**config.mk**
```make
export PLATFORM = sky130hd
export DESIGN_NAME = wb_arbiter
export DESIGN_NICKNAME = d
export VERILOG_FILES = /design/src/rtl/wb_arbiter.sv
export SDC_FILE = /design/constraint.sdc
export NUM_CORES = 1
export LEC_CHECK = 0
export BUFFER_PORTS_ARGS = -buffer_cell sky130_fd_sc_hd__buf_4
export CAP_MARGIN = 10
export CORE_MARGIN = 10
export CORE_UTILIZATION = 45
export CTS_CLUSTER_SIZE = 12
export DETAILED_ROUTE_END_ITERATION = 12
export HOLD_SLACK_MARGIN = 0.05
export PLACE_DENSITY = 0.74
export SYNTH_ARGS = -nofsm -noshare
export SYNTH_HDL_FRONTEND = slang
export SYNTH_SLANG_ARGS = --single-unit
```
**constraint.sdc**
```tcl
create_clock -name clk -period 8.5 [get_ports clk]
set_input_delay 0.425 -clock clk [delete_from_list [all_inputs] [get_ports clk]]
set_output_delay 0.425 -clock clk [all_outputs]
set_load 0.02 [all_outputs]
```
**src/rtl/wb_arbiter.sv**
```systemverilog
// Writeback arbiter: merges 1-cycle ALU results with buffered memory results into one registered regfile write per cycle.
// Latency ALU 1 cycle, memory 2+ cycles; memory backpressured only by a full 2-entry buffer, ALU is never stalled.
module wb_arbiter #(
    parameter int N = 32,
    parameter int W = 32,
    localparam int A = $clog2(N)
) (
    input  logic         clk,
    input  logic         rst,
    input  logic         alu_valid,
    input  logic [A-1:0] alu_rd,
    input  logic [W-1:0] alu_data,
    input  logic         mem_valid,
    output logic         mem_ready,
    input  logic [A-1:0] mem_rd,
    input  logic [W-1:0] mem_data,
    output logic         wen,
    output logic [A-1:0] waddr,
    output logic [W-1:0] wdata,
    output logic [1:0]   buf_count
);

    logic [A-1:0] rd_q   [2];
    logic [A-1:0] rd_d   [2];
    logic [W-1:0] data_q [2];
    logic [W-1:0] data_d [2];
    logic [1:0]   live_q;
    logic [1:0]   live_d;
    logic         head_q, head_d;
    logic [1:0]   count_q, count_d;
    logic         wen_q, wen_d;
    logic [A-1:0] waddr_q, waddr_d;
    logic [W-1:0] wdata_q, wdata_d;

    logic alu_eff, mem_acc, push, pop, head_live, tail;

    assign mem_ready = (count_q != 2'd2);

    always_comb begin
        alu_eff   = alu_valid && (alu_rd != '0);
        mem_acc   = mem_valid && mem_ready;
        // Memory results are older than a concurrent ALU write, so a same-rd one is stale on arrival.
        push      = mem_acc && (mem_rd != '0) && !(alu_eff && (mem_rd == alu_rd));
        head_live = (count_q != 2'd0) && live_q[head_q];
        // Dead heads drain regardless of the ALU; live heads only when the port is free.
        pop       = (count_q != 2'd0) && (!live_q[head_q] || !alu_eff);
        tail      = head_q ^ (count_q == 2'd1);

        rd_d   = rd_q;
        data_d = data_q;
        live_d = live_q;
        for (int i = 0; i < 2; i++) begin
            if (alu_eff && (rd_q[i] == alu_rd)) begin
                live_d[i] = 1'b0;
            end
        end
        if (pop) begin
            live_d[head_q] = 1'b0;
        end
        if (push) begin
            rd_d[tail]   = mem_rd;
            data_d[tail] = mem_data;
            live_d[tail] = 1'b1;
        end
        head_d  = head_q ^ pop;
        count_d = count_q + {1'b0, push} - {1'b0, pop};

        wen_d   = 1'b0;
        waddr_d = waddr_q;
        wdata_d = wdata_q;
        if (alu_eff) begin
            wen_d   = 1'b1;
            waddr_d = alu_rd;
            wdata_d = alu_data;
        end else if (head_live) begin
            wen_d   = 1'b1;
            waddr_d = rd_q[head_q];
            wdata_d = data_q[head_q];
        end
    end

    always_ff @(posedge clk or posedge rst) begin
        if (rst) begin
            for (int i = 0; i < 2; i++) begin
                rd_q[i]   <= '0;
                data_q[i] <= '0;
            end
            live_q  <= '0;
            head_q  <= 1'b0;
            count_q <= 2'd0;
            wen_q   <= 1'b0;
            waddr_q <= '0;
            wdata_q <= '0;
        end else begin
            rd_q    <= rd_d;
            data_q  <= data_d;
            live_q  <= live_d;
            head_q  <= head_d;
            count_q <= count_d;
            wen_q   <= wen_d;
            waddr_q <= waddr_d;
            wdata_q <= wdata_d;
        end
    end

    assign wen       = wen_q;
    assign waddr     = waddr_q;
    assign wdata     = wdata_q;
    assign buf_count = count_q;

endmodule

```
After elaboration in Yosys (flattened, before gate mapping) --
Cells that the tools add are included.
Operators by class: muxes and demuxes 28, bitwise logic cells 7, reductions and logical operators 20, equality and inequality tests 5, $lt $le $gt $ge 7, add/subtract/negate cells 2
Operators with widths (count):
- $mux W32 | 6
- $bwmux W64 | 1
- $demux W32 S1 | 1
- $mux W5 | 6
- $eq A5 B5 Y1 | 3
- $logic_and A1 B1 Y1 | 12
- $bwmux W10 | 1
- $reduce_bool A5 Y1 | 2
- $mux W1 | 8
- $demux W5 S1 | 1
- $ge A2 B2 Y1 const B | 2
- $lt A1 B2 Y1 const B | 2
- $mux W2 | 2
- $not A1 Y2 | 2
- $reduce_bool A2 Y1 | 2
- $logic_not A1 Y1 | 3
- $add A2 B1 Y2 | 1
- $and A2 B2 Y2 | 1
- $demux W1 S1 | 2
- $eq A2 B1 Y1 const B | 1
- $ge A1 B1 Y1 const B | 2
- $lt A2 B1 Y1 const B | 1
- $ne A2 B2 Y1 const B | 1
- $not A2 Y2 | 1
- other kinds (4) | 5
Storage, ports and cells: flip-flop bits (word level) 117, input bits 78

Longest topological paths before layout --
Gate-level depths: netlist of run 1.
depth in word-level cells 9, mapped depth 9, depth with buffers taken out 9

Least setup slack after synthesis of run 1 --
OpenSTA, ideal clock, no wires.
path kind input to register, from input port alu_rd[3], to register count_q[1] (netlist: buf_count[1]), data arrival time 2241 ps, cell stages on the path 9, setup slack 6178 ps, path through or4_1 o21a_1 clkbuf_1 a21oi_1 ha_1 inv_1 ha_1 xnor2_1 xnor2_1
On the way: longest elaborated chain between the ends 7, elaborated cells between the ends (all ways) 11, those cells by class add/sub: 2; eq/ne: 1; reduce/logical: 8
Ends and longest elaborated chain:
- start: declaration | line 11 | input logic [A-1:0] alu_rd,
- $reduce_bool A5 Y1 | line 40 | alu_eff = alu_valid && (alu_rd != '0);
- $logic_and A1 B1 Y1 | line 40
- $logic_and A1 B1 Y1 | line 43 | push = mem_acc && (mem_rd != '0) && !(alu_eff && (mem_rd == alu_rd));
- $logic_not A1 Y1 | line 43
- $logic_and A1 B1 Y1 | line 43
- $add A2 B1 Y2 | line 66 | count_d = count_q + {1'b0, push} - {1'b0, pop};
- $sub A2 B1 Y2 (*) | line 66
- net count_d[1] | line 30 | logic [1:0] count_q, count_d;
- end signal: assignment | line 99 | count_q <= count_d;
- end: declaration | line 30
The timed path passes the listed nets; every way through them passes the cells marked *. A chain may end at the register's enable or synchronous reset.

Worst setup path after layout of run 1 --
from register head_q, to register data_q[13] (netlist name)
On the way: longest elaborated chain between the ends 7, elaborated cells between the ends (all ways) 8, those cells by class order compare: 2; mux: 3; bitwise: 2; reduce/logical: 1
Ends and longest elaborated chain:
- start: declaration | line 29 | logic head_q, head_d;
- start signal: assignment | line 89 | head_q <= 1'b0;
- start signal: assignment | line 98 | head_q <= head_d;
- $xor A1 B1 Y1 (*) | line 47 | tail = head_q ^ (count_q == 2'd1);
- $not A1 Y2 (implied by the code) (*) | line 62 | data_d[tail] = mem_data;
- $ge A2 B2 Y1 (implied by the code) or $lt A2 B1 Y1 (tied branches) | line 62
- $logic_and A1 B1 Y1 (implied by the code) | line 62
- $mux W32 (implied by the code) | line 62
- $demux W32 S1 (*) | line 62
- $bwmux W64 (*) | line 62
- end signal: assignment | line 96 | data_q <= data_d;
- end: declaration | line 25 | logic [W-1:0] data_q [2];
Every way passes the cells marked *; elsewhere a longest branch is shown, timed or not.

==> impl_summary.txt, run 1 <==
----------------------------------------------------
[Floorplanning]
  Area of the core region ... 12,000 um2
  Die span in x ... 130 um
  Number of cell rows ... 40
  Top-level I/O count ... 119
  Die Y-Extent ... 130 um
  Full die area ... 16,900 um2
  Starting density of the core ... 45.6%

[Critical path]
  Worst-path fanout max ... 38
  Buf+Inv Stages, Crit Path ... 1
  Chain of cells forming the critical path ... buf_4, xnor2_1, nor3_1, nand2_2, mux2_4
  Critical Path End Type ... register
  Type of origin of the critical path ... register
  Critical path arrival ... 3.26 ns
  Worst endpoint required time ... 8.78 ns
  Top Family by Delay on Critical Path ... simple AND/OR/NAND/NOR gates
  Cell with the biggest individual delay on the critical path ... sky130_fd_sc_hd__nand2_2
  Kind of critical path ... reg2reg
  Critical Path Max Stage Delay ... 0.67 ns

[CTS]
  Hold bufs inserted after CTS ... 0
  Clock Root Buffer ... sky130_fd_sc_hd__clkbuf_16
  Number of H-tree levels ... 4
  CTS tree ... built
  TritonCTS Buffers ... 17
  Clock sink total ... 117
  Post-CTS setup-driven buffer insertion count ... 0
  Clock latency on the worst-skew pair ... 0.40 ns
  Buffers from clock root to sink, at most ... 2
  Post-CTS Resized ... 0
  Register clock-pin slew on the reported worst setup and hold paths ... 0.05 ns

[GRT]
  Global-route wire length before repair ... 21,100 um
  Global-route usage over all layers ... 15.8%
  Maximum number of pins on one net before global-route repair ... 76
  Number of antenna violations at the first check in global routing ... 0
  Number of global-route vias before repair ... 4,144
  Congestion Overflow GR ... 0

[Layout]
  Register Area ... 2930 um2
  Ant. Diodes ... 0
  Final core utilization ... 58.5%
  Share of post-route cells with drive strength above 1 ... 40.7%
  Area grow syn2layout ... 28.3%
  Multi-input combinational cell area ... 2370 um2
  Number of nets in the final layout ... 649
  Number of fill cells in the layout ... 981

[Routing]
  DR pass1 iterations ... 5
  Detailed-route via count ... 3,782
  Drc violations ... 0
  Routed len/inst ... 17.6 um
  First DRT Iteration DRCs ... 239
  Total wire length ... 12,800 um
  DRT antenna net count ... 0
  Vias per inst ... 5.20

[STA]
  Final worst hold slack ... 0.0766 ns
  Crit path time final ... 2.98 ns
  Fin Setup TNS ... 0 ns
  Final critical-path share of the clock period ... 35.1%
  Highest Clock Rate ... 0.335 GHz
  Relative max-transition margin ... 22.7%
  Transition at the pin with the smallest max-transition slack ... 1.16 ns
  Setup repair after global routing missed its margin ... false
  Final Hold Viols ... 0
  Final-report setup violation count ... 0
  Max Clock Skew ... 0.00531 ns
  Slack of the critical path ... 5.52 ns
  Max Slew Vio Count ... 0

[Placement]
  PortBufs ... 118
  Worst-case setup slack after placement ... 5.50 ns
  Gpl congestion ... 0.792
  Post-DP HPWL ... 8910 um

[Yosys]
  Summed instance area of the synthesized netlist ... 5450 um2
  Most instantiated library cell after synthesis ... sky130_fd_sc_hd__dfrtp_1
  Cells after Synth ... 457
  Most frequent cells after synthesis ... 117 x sky130_fd_sc_hd__dfrtp_1, 78 x sky130_fd_sc_hd__nand2_1, 77 x sky130_fd_sc_hd__o21ai_0
  Total of flip-flops plus latches after synthesis ... 117
  Share of Yosys cell area claimed by the top area cell type ... 53.7%
  Netlist cell types ... 26
  Post-synth EDFFs ... 0
  Cells taking the most area after synthesis ... sky130_fd_sc_hd__dfrtp_1 54%, sky130_fd_sc_hd__mux2_4 10%, sky130_fd_sc_hd__mux2_2 7.6%, sky130_fd_sc_hd__o21ai_0 7.1%, sky130_fd_sc_hd__mux2i_1 6.8%
  Number of warnings reported in the yosys synthesis log ... 0
  Post-synth top flop ... sky130_fd_sc_hd__dfrtp_1
  Post-synthesis sequential area ratio ... 53.7%
  Cell type with the highest aggregate area in the netlist ... sky130_fd_sc_hd__dfrtp_1
  Synthesized area per cell ... 11.9 um2
  Synth Net Count ... 537
  Share of flip-flops with an asynchronous set or reset after synthesis ... 100%

[Flow run]
  Max-cap violation count ... 0

[Power and ir drop]
  Leakage ... 3.37 nW
  Worst ir drop on vdd ... 0.000158 V
  Power density relative to cell area ... 435 nW/um2

[Hold path]
  Class of the worst hold path ... in2async

[Outcome]
  Result of the run ... complete, no violations

----------------------------------------------------
## metrics by stage
step	std cells	power [mW]	instance area [um2]
after global routing	727	3.26	7000
final	727	3.04	7000
after global placement	697	2.31	6410
after detailed placement	697	2.37	6410
after floorplan	457	1.98	5450
after CTS	727	3.08	7000
## worst reg2reg max path: cells and delay by family (launching register included)
family                    cells  cell delay, ns
xor gates and xnor gates      1            0.21
and+or+nand+nor               2            0.90
muxes                         1            0.58
DFF                           1            0.66
buffers and inverters         1            0.51
## final timing paths
kind / start / end / slack (ns) / depth (start not counted)
min in group clk: alu_data[12] / wdata[12] / 0.22 / 3
max in group asynchronous: rst / head_q / 7.06 / 3
min: rst / wdata[9] / 0.08 / 2
max reg2reg: head_q / data_q[13] / 5.52 / 5
max: head_q / data_q[13] / 5.52 / 5
min reg2reg: data_q[61] / data_q[61] / 0.50 / 1
## flip-flops by register name, summed over array words and instances (netlist names)
name and cells:
wdata 32, rd_q 10, head_q 1, wen 1
data_q 64, buf_count 2, live_q 2, waddr 5
## kinds of logic after synthesis
family | Yosys count | synth area share [%]
compound gates | 80 | 7.46
xor+xnor | 19 | 3.05
fa+ha+maj | 2 | 0.459
buf+inv | 32 | 3.10
flops | 117 | 53.7
mux | 112 | 24.9
simple gates | 95 | 7.32
## per-layer routing
layer | GRT usage [%] | vias up | wire length, um
li1 | - | 1809 | -
met1 | 18.3 | 1879 | 5440
met2 | 26.5 | 86 | 6490
met3 | 5.44 | 8 | 767
met4 | 5.56 | 0 | 129
met5 | 0 | - | 0
## where the power goes
part           internal [mW]  switching, mW  leakage (nW)
combinational          0.678          0.635          1.70
clock                  0.456          0.242         0.283
sequential             0.848          0.186          1.38
total                   1.98           1.06          3.37
## cell type report
type / count / share of cell area, %
sequential: 117 / 41.9
multi-input combinational: 308 / 33.8
timing repair buffer: 123 / 13.2
clock buffer: 21 / 6.87
tap: 147 / 2.63
clock inverter: 9 / 1.47
inverter: 2 / 0.143
## cell usage in the layout, fill, tap and decap left out
cell type | Yosys | routed
sky130_fd_sc_hd__buf_4 | 0 | 123
sky130_fd_sc_hd__dfrtp_1 | 117 | 116
sky130_fd_sc_hd__nand2_1 | 78 | 77
sky130_fd_sc_hd__o21ai_0 | 77 | 77
sky130_fd_sc_hd__mux2_4 | 38 | 38
sky130_fd_sc_hd__mux2_2 | 37 | 37
sky130_fd_sc_hd__mux2i_1 | 37 | 37
sky130_fd_sc_hd__clkbuf_16 | 0 | 17
sky130_fd_sc_hd__xnor2_1 | 10 | 10
sky130_fd_sc_hd__xor2_1 | 9 | 9
sky130_fd_sc_hd__nor3_1 | 4 | 4
sky130_fd_sc_hd__clkinv_2 | 0 | 4
sky130_fd_sc_hd__clkbuf_8 | 0 | 4
sky130_fd_sc_hd__nor2_1 | 3 | 3
sky130_fd_sc_hd__clkinvlp_4 | 0 | 3
sky130_fd_sc_hd__or4_1 | 2 | 2
sky130_fd_sc_hd__nand4_1 | 2 | 2
sky130_fd_sc_hd__ha_1 | 2 | 2
sky130_fd_sc_hd__bufinv_16 | 0 | 2
sky130_fd_sc_hd__nor2b_4 | 0 | 1
sky130_fd_sc_hd__o21a_2 | 0 | 1
sky130_fd_sc_hd__or2_2 | 1 | 1
sky130_fd_sc_hd__nand4_2 | 1 | 1
sky130_fd_sc_hd__nor2b_1 | 2 | 1
sky130_fd_sc_hd__nand2b_1 | 1 | 1
sky130_fd_sc_hd__nand2_2 | 0 | 1
sky130_fd_sc_hd__nand3_2 | 1 | 1
sky130_fd_sc_hd__inv_1 | 2 | 1
sky130_fd_sc_hd__a21oi_1 | 1 | 1
sky130_fd_sc_hd__o311ai_0 | 1 | 1
sky130_fd_sc_hd__inv_4 | 0 | 1
sky130_fd_sc_hd__dfrtp_2 | 0 | 1
Power figures use the tool's default switching activity.
==> run 2: changes to the inputs <==
--- a/config.mk
+++ b/config.mk
@@ -12,7 +12,7 @@
 export CTS_CLUSTER_SIZE = 12
 export DETAILED_ROUTE_END_ITERATION = 12
 export HOLD_SLACK_MARGIN = 0.05
-export PLACE_DENSITY = 0.74
+export PLACE_DENSITY = 0.77
 export SYNTH_ARGS = -nofsm -noshare
 export SYNTH_HDL_FRONTEND = slang
 export SYNTH_SLANG_ARGS = --single-unit
==> constraint.sdc (replaced) <==
create_clock -name clk -period 2.7 [get_ports clk]
set_input_delay 0.135 -clock clk [delete_from_list [all_inputs] [get_ports clk]]
set_output_delay 0.135 -clock clk [all_outputs]
set_load 0.02 [all_outputs]
==> run 2 against run 1 <==
  * Setup slack lost 5.1 ns
  * Via count grew 11%
  * Cell count grew 12%
  * Total power grew to 3.3 times the previous value
  * Design area grew 12%
  * Routed wire length grew 13%
  * Non-clock buffer count grew 82
  * Highest routed layer unchanged
==> impl_summary.txt, run 2 (synthesized netlist as in run 1, its figures left out) <==
----------------------------------------------------
[Routing]
  Total wire length ... 14,600 um
  Routed len/inst ... 17.9 um
  DR pass1 iterations ... 6
  First DRT Iteration DRCs ... 232
  Detailed-route via count ... 4,188
  Vias per inst ... 5.16
  DRT antenna net count ... 0
  Drc violations ... 0

[CTS]
  Register clock-pin slew on the reported worst setup and hold paths ... 0.05 ns
  Number of H-tree levels ... 4
  Clock latency on the worst-skew pair ... 0.42 ns
  Post-CTS setup-driven buffer insertion count ... 0
  Buffers from clock root to sink, at most ... 2
  Post-CTS Resized ... 0
  Clock Root Buffer ... sky130_fd_sc_hd__clkbuf_16
  CTS tree ... built
  Hold bufs inserted after CTS ... 76
  TritonCTS Buffers ... 17
  Clock sink total ... 117

[Critical path]
  Chain of cells forming the critical path ... dlygate4sd3_1, buf_4, or4_1, o21a_2, a21oi_1, ha_1, inv_1, ha_1, xnor2_1, xnor2_1
  Cell with the biggest individual delay on the critical path ... sky130_fd_sc_hd__dlygate4sd3_1
  Kind of critical path ... in2reg
  Type of origin of the critical path ... input port
  Worst-path fanout max ... 7
  Critical Path End Type ... register
  Setup slack of the worst register-to-register path ... 0.56 ns
  Worst endpoint required time ... 3.04 ns
  Critical Path Max Stage Delay ... 0.55 ns
  Critical path arrival ... 2.63 ns

[Power and ir drop]
  Comb power frac ... 43.4%
  Leakage ... 3.74 nW
  Seq pwr share ... 32.7%
  Switching part of the total ... 34.7%
  Total Power Consumption ... 9.97 mW
  Worst ir drop on vdd ... 0.000534 V
  Switching power ... 3.46 mW
  Portion of total power attributed to the clock network ... 23.8%
  Cell-internal power ... 6.51 mW
  Power density relative to cell area ... 1270 nW/um2

[Hold path]
  Class of the worst hold path ... in2reg

[Floorplanning]
  Full die area ... 16,900 um2
  Die span in x ... 130 um
  Starting density of the core ... 45.6%
  Die Y-Extent ... 130 um
  Top-level I/O count ... 119
  Number of cell rows ... 40
  Area of the core region ... 12,000 um2

[GRT]
  Global-route wire length before repair ... 23,800 um
  Congestion Overflow GR ... 0
  Global-route usage over all layers ... 18.1%
  Maximum number of pins on one net before global-route repair ... 71
  Number of global-route vias before repair ... 4,753
  Number of antenna violations at the first check in global routing ... 0

[Layout]
  Max reg flops ... 64
  Area grow syn2layout ... 44.2%
  Number of nets in the final layout ... 731
  Final non-filler cell total ... 812
  Share of post-route cells with drive strength above 1 ... 36.3%
  Top register by number of flip-flops ... data_q
  Commonest non-fill, non-tap cell in the layout ... sky130_fd_sc_hd__buf_4
  Finished layout cell area ... 7860 um2
  Commonest non-fill, non-tap cells in the layout ... 128 x sky130_fd_sc_hd__buf_4, 116 x sky130_fd_sc_hd__dfrtp_1, 77 x sky130_fd_sc_hd__nand2_1, 77 x sky130_fd_sc_hd__o21ai_0, 76 x sky130_fd_sc_hd__dlygate4sd3_1

[STA]
  Crit path time final ... 2.29 ns
  Relative max-transition margin ... 28.8%
  Final Hold Viols ... 0
  Setup repair after global routing missed its margin ... false
  Final-report setup violation count ... 0
  Max Clock Skew ... 0.00925 ns
  Transition at the pin with the smallest max-transition slack ... 1.07 ns
  Fin Setup TNS ... 0 ns
  Final critical-path share of the clock period ... 84.9%
  Max Slew Vio Count ... 0
  Highest Clock Rate ... 0.436 GHz

[Placement]
  Placed cells ... 703
  Post-DP HPWL ... 9010 um
  Gpl congestion ... 0.820
  PortBufs ... 118
  Placed standard-cell area ... 6470 um2

[Flow run]
  Max-cap violation count ... 0

[Outcome]
  Result of the run ... complete, no violations

----------------------------------------------------
-- run 2: changes by cell type in the layout (fill, tap and decap cells not counted), sizes merged --
cell,previous run,this run
dlygate4sd3,0,76
buf,123,129
bufinv,2,4
clkbuf,21,23
clkinvlp,3,1
clkinv,4,5
diode,0,1
inv,2,1
-- run 2: per-stage QoR --
stage	worst slack (ns)	hold WS [ns]	util, %
final	0.406	0.279	65.7
after global routing	0.274	0.302	65.7
after CTS	0.424	0.258	65.7
after detailed placement	0.547	0.347	54.1
after global placement	0.587	0.341	54.1
after floorplan	0.668	0.252	-
-- run 2: path summary, 6_finish.rpt --
check / depth (start not counted) / to / from
worst max-delay path: 10 / buf_count[1] / alu_rd[3]
worst min-delay path: 4 / live_q[1] / alu_rd[0]
worst max register to register: 7 / buf_count[1] / head_q
worst min register to register: 1 / data_q[56] / data_q[56]
max in group asynchronous: 4 / data_q[62] / rst
min in group asynchronous: 3 / data_q[43] / rst
-- run 2: worst max-delay path: cells and delay by family --
kind	cells	cell delay (ns)
and+or+nand+nor	1	0.52
buffers and inverters	3	0.77
adders and majority gates	2	0.43
AOI/OAI and AO/OA	2	0.52
xor gates and xnor gates	2	0.26
-- run 2: per-layer routing --
metal / GRT usage [%] / up-vias / share of wire [%]
li1: - / 1970 / -
met1: 19.3 / 2080 / 40
met2: 31.9 / 104 / 53
met3: 4.95 / 34 / 4.4
met4: 9.99 / 0 / 2.9
met5: 0 / - / 0
-- run 2: power by group through the flow --
stage          clock network (mW)  registers, mW  logic (mW)
4_1_cts                      2.42           3.25        4.34
3_5_place_dp                    0           3.26        4.22
6_report                     2.38           3.26        4.33
3_3_place_gp                    0           3.21        4.12
2_1_floorplan                   0           3.44        2.80
5_1_grt                      2.49           3.37        4.73
-- run 2: final cells by class --
type                    count  area [um2]
clock inverters             9         149
diodes                      1        2.50
clock buffers              23         478
fillers                   852        4100
multi-input cells         308        2370
well taps                 147         184
flip-flops and latches    117        2930
repair buffers            205        1740
inverters                   2        11.3
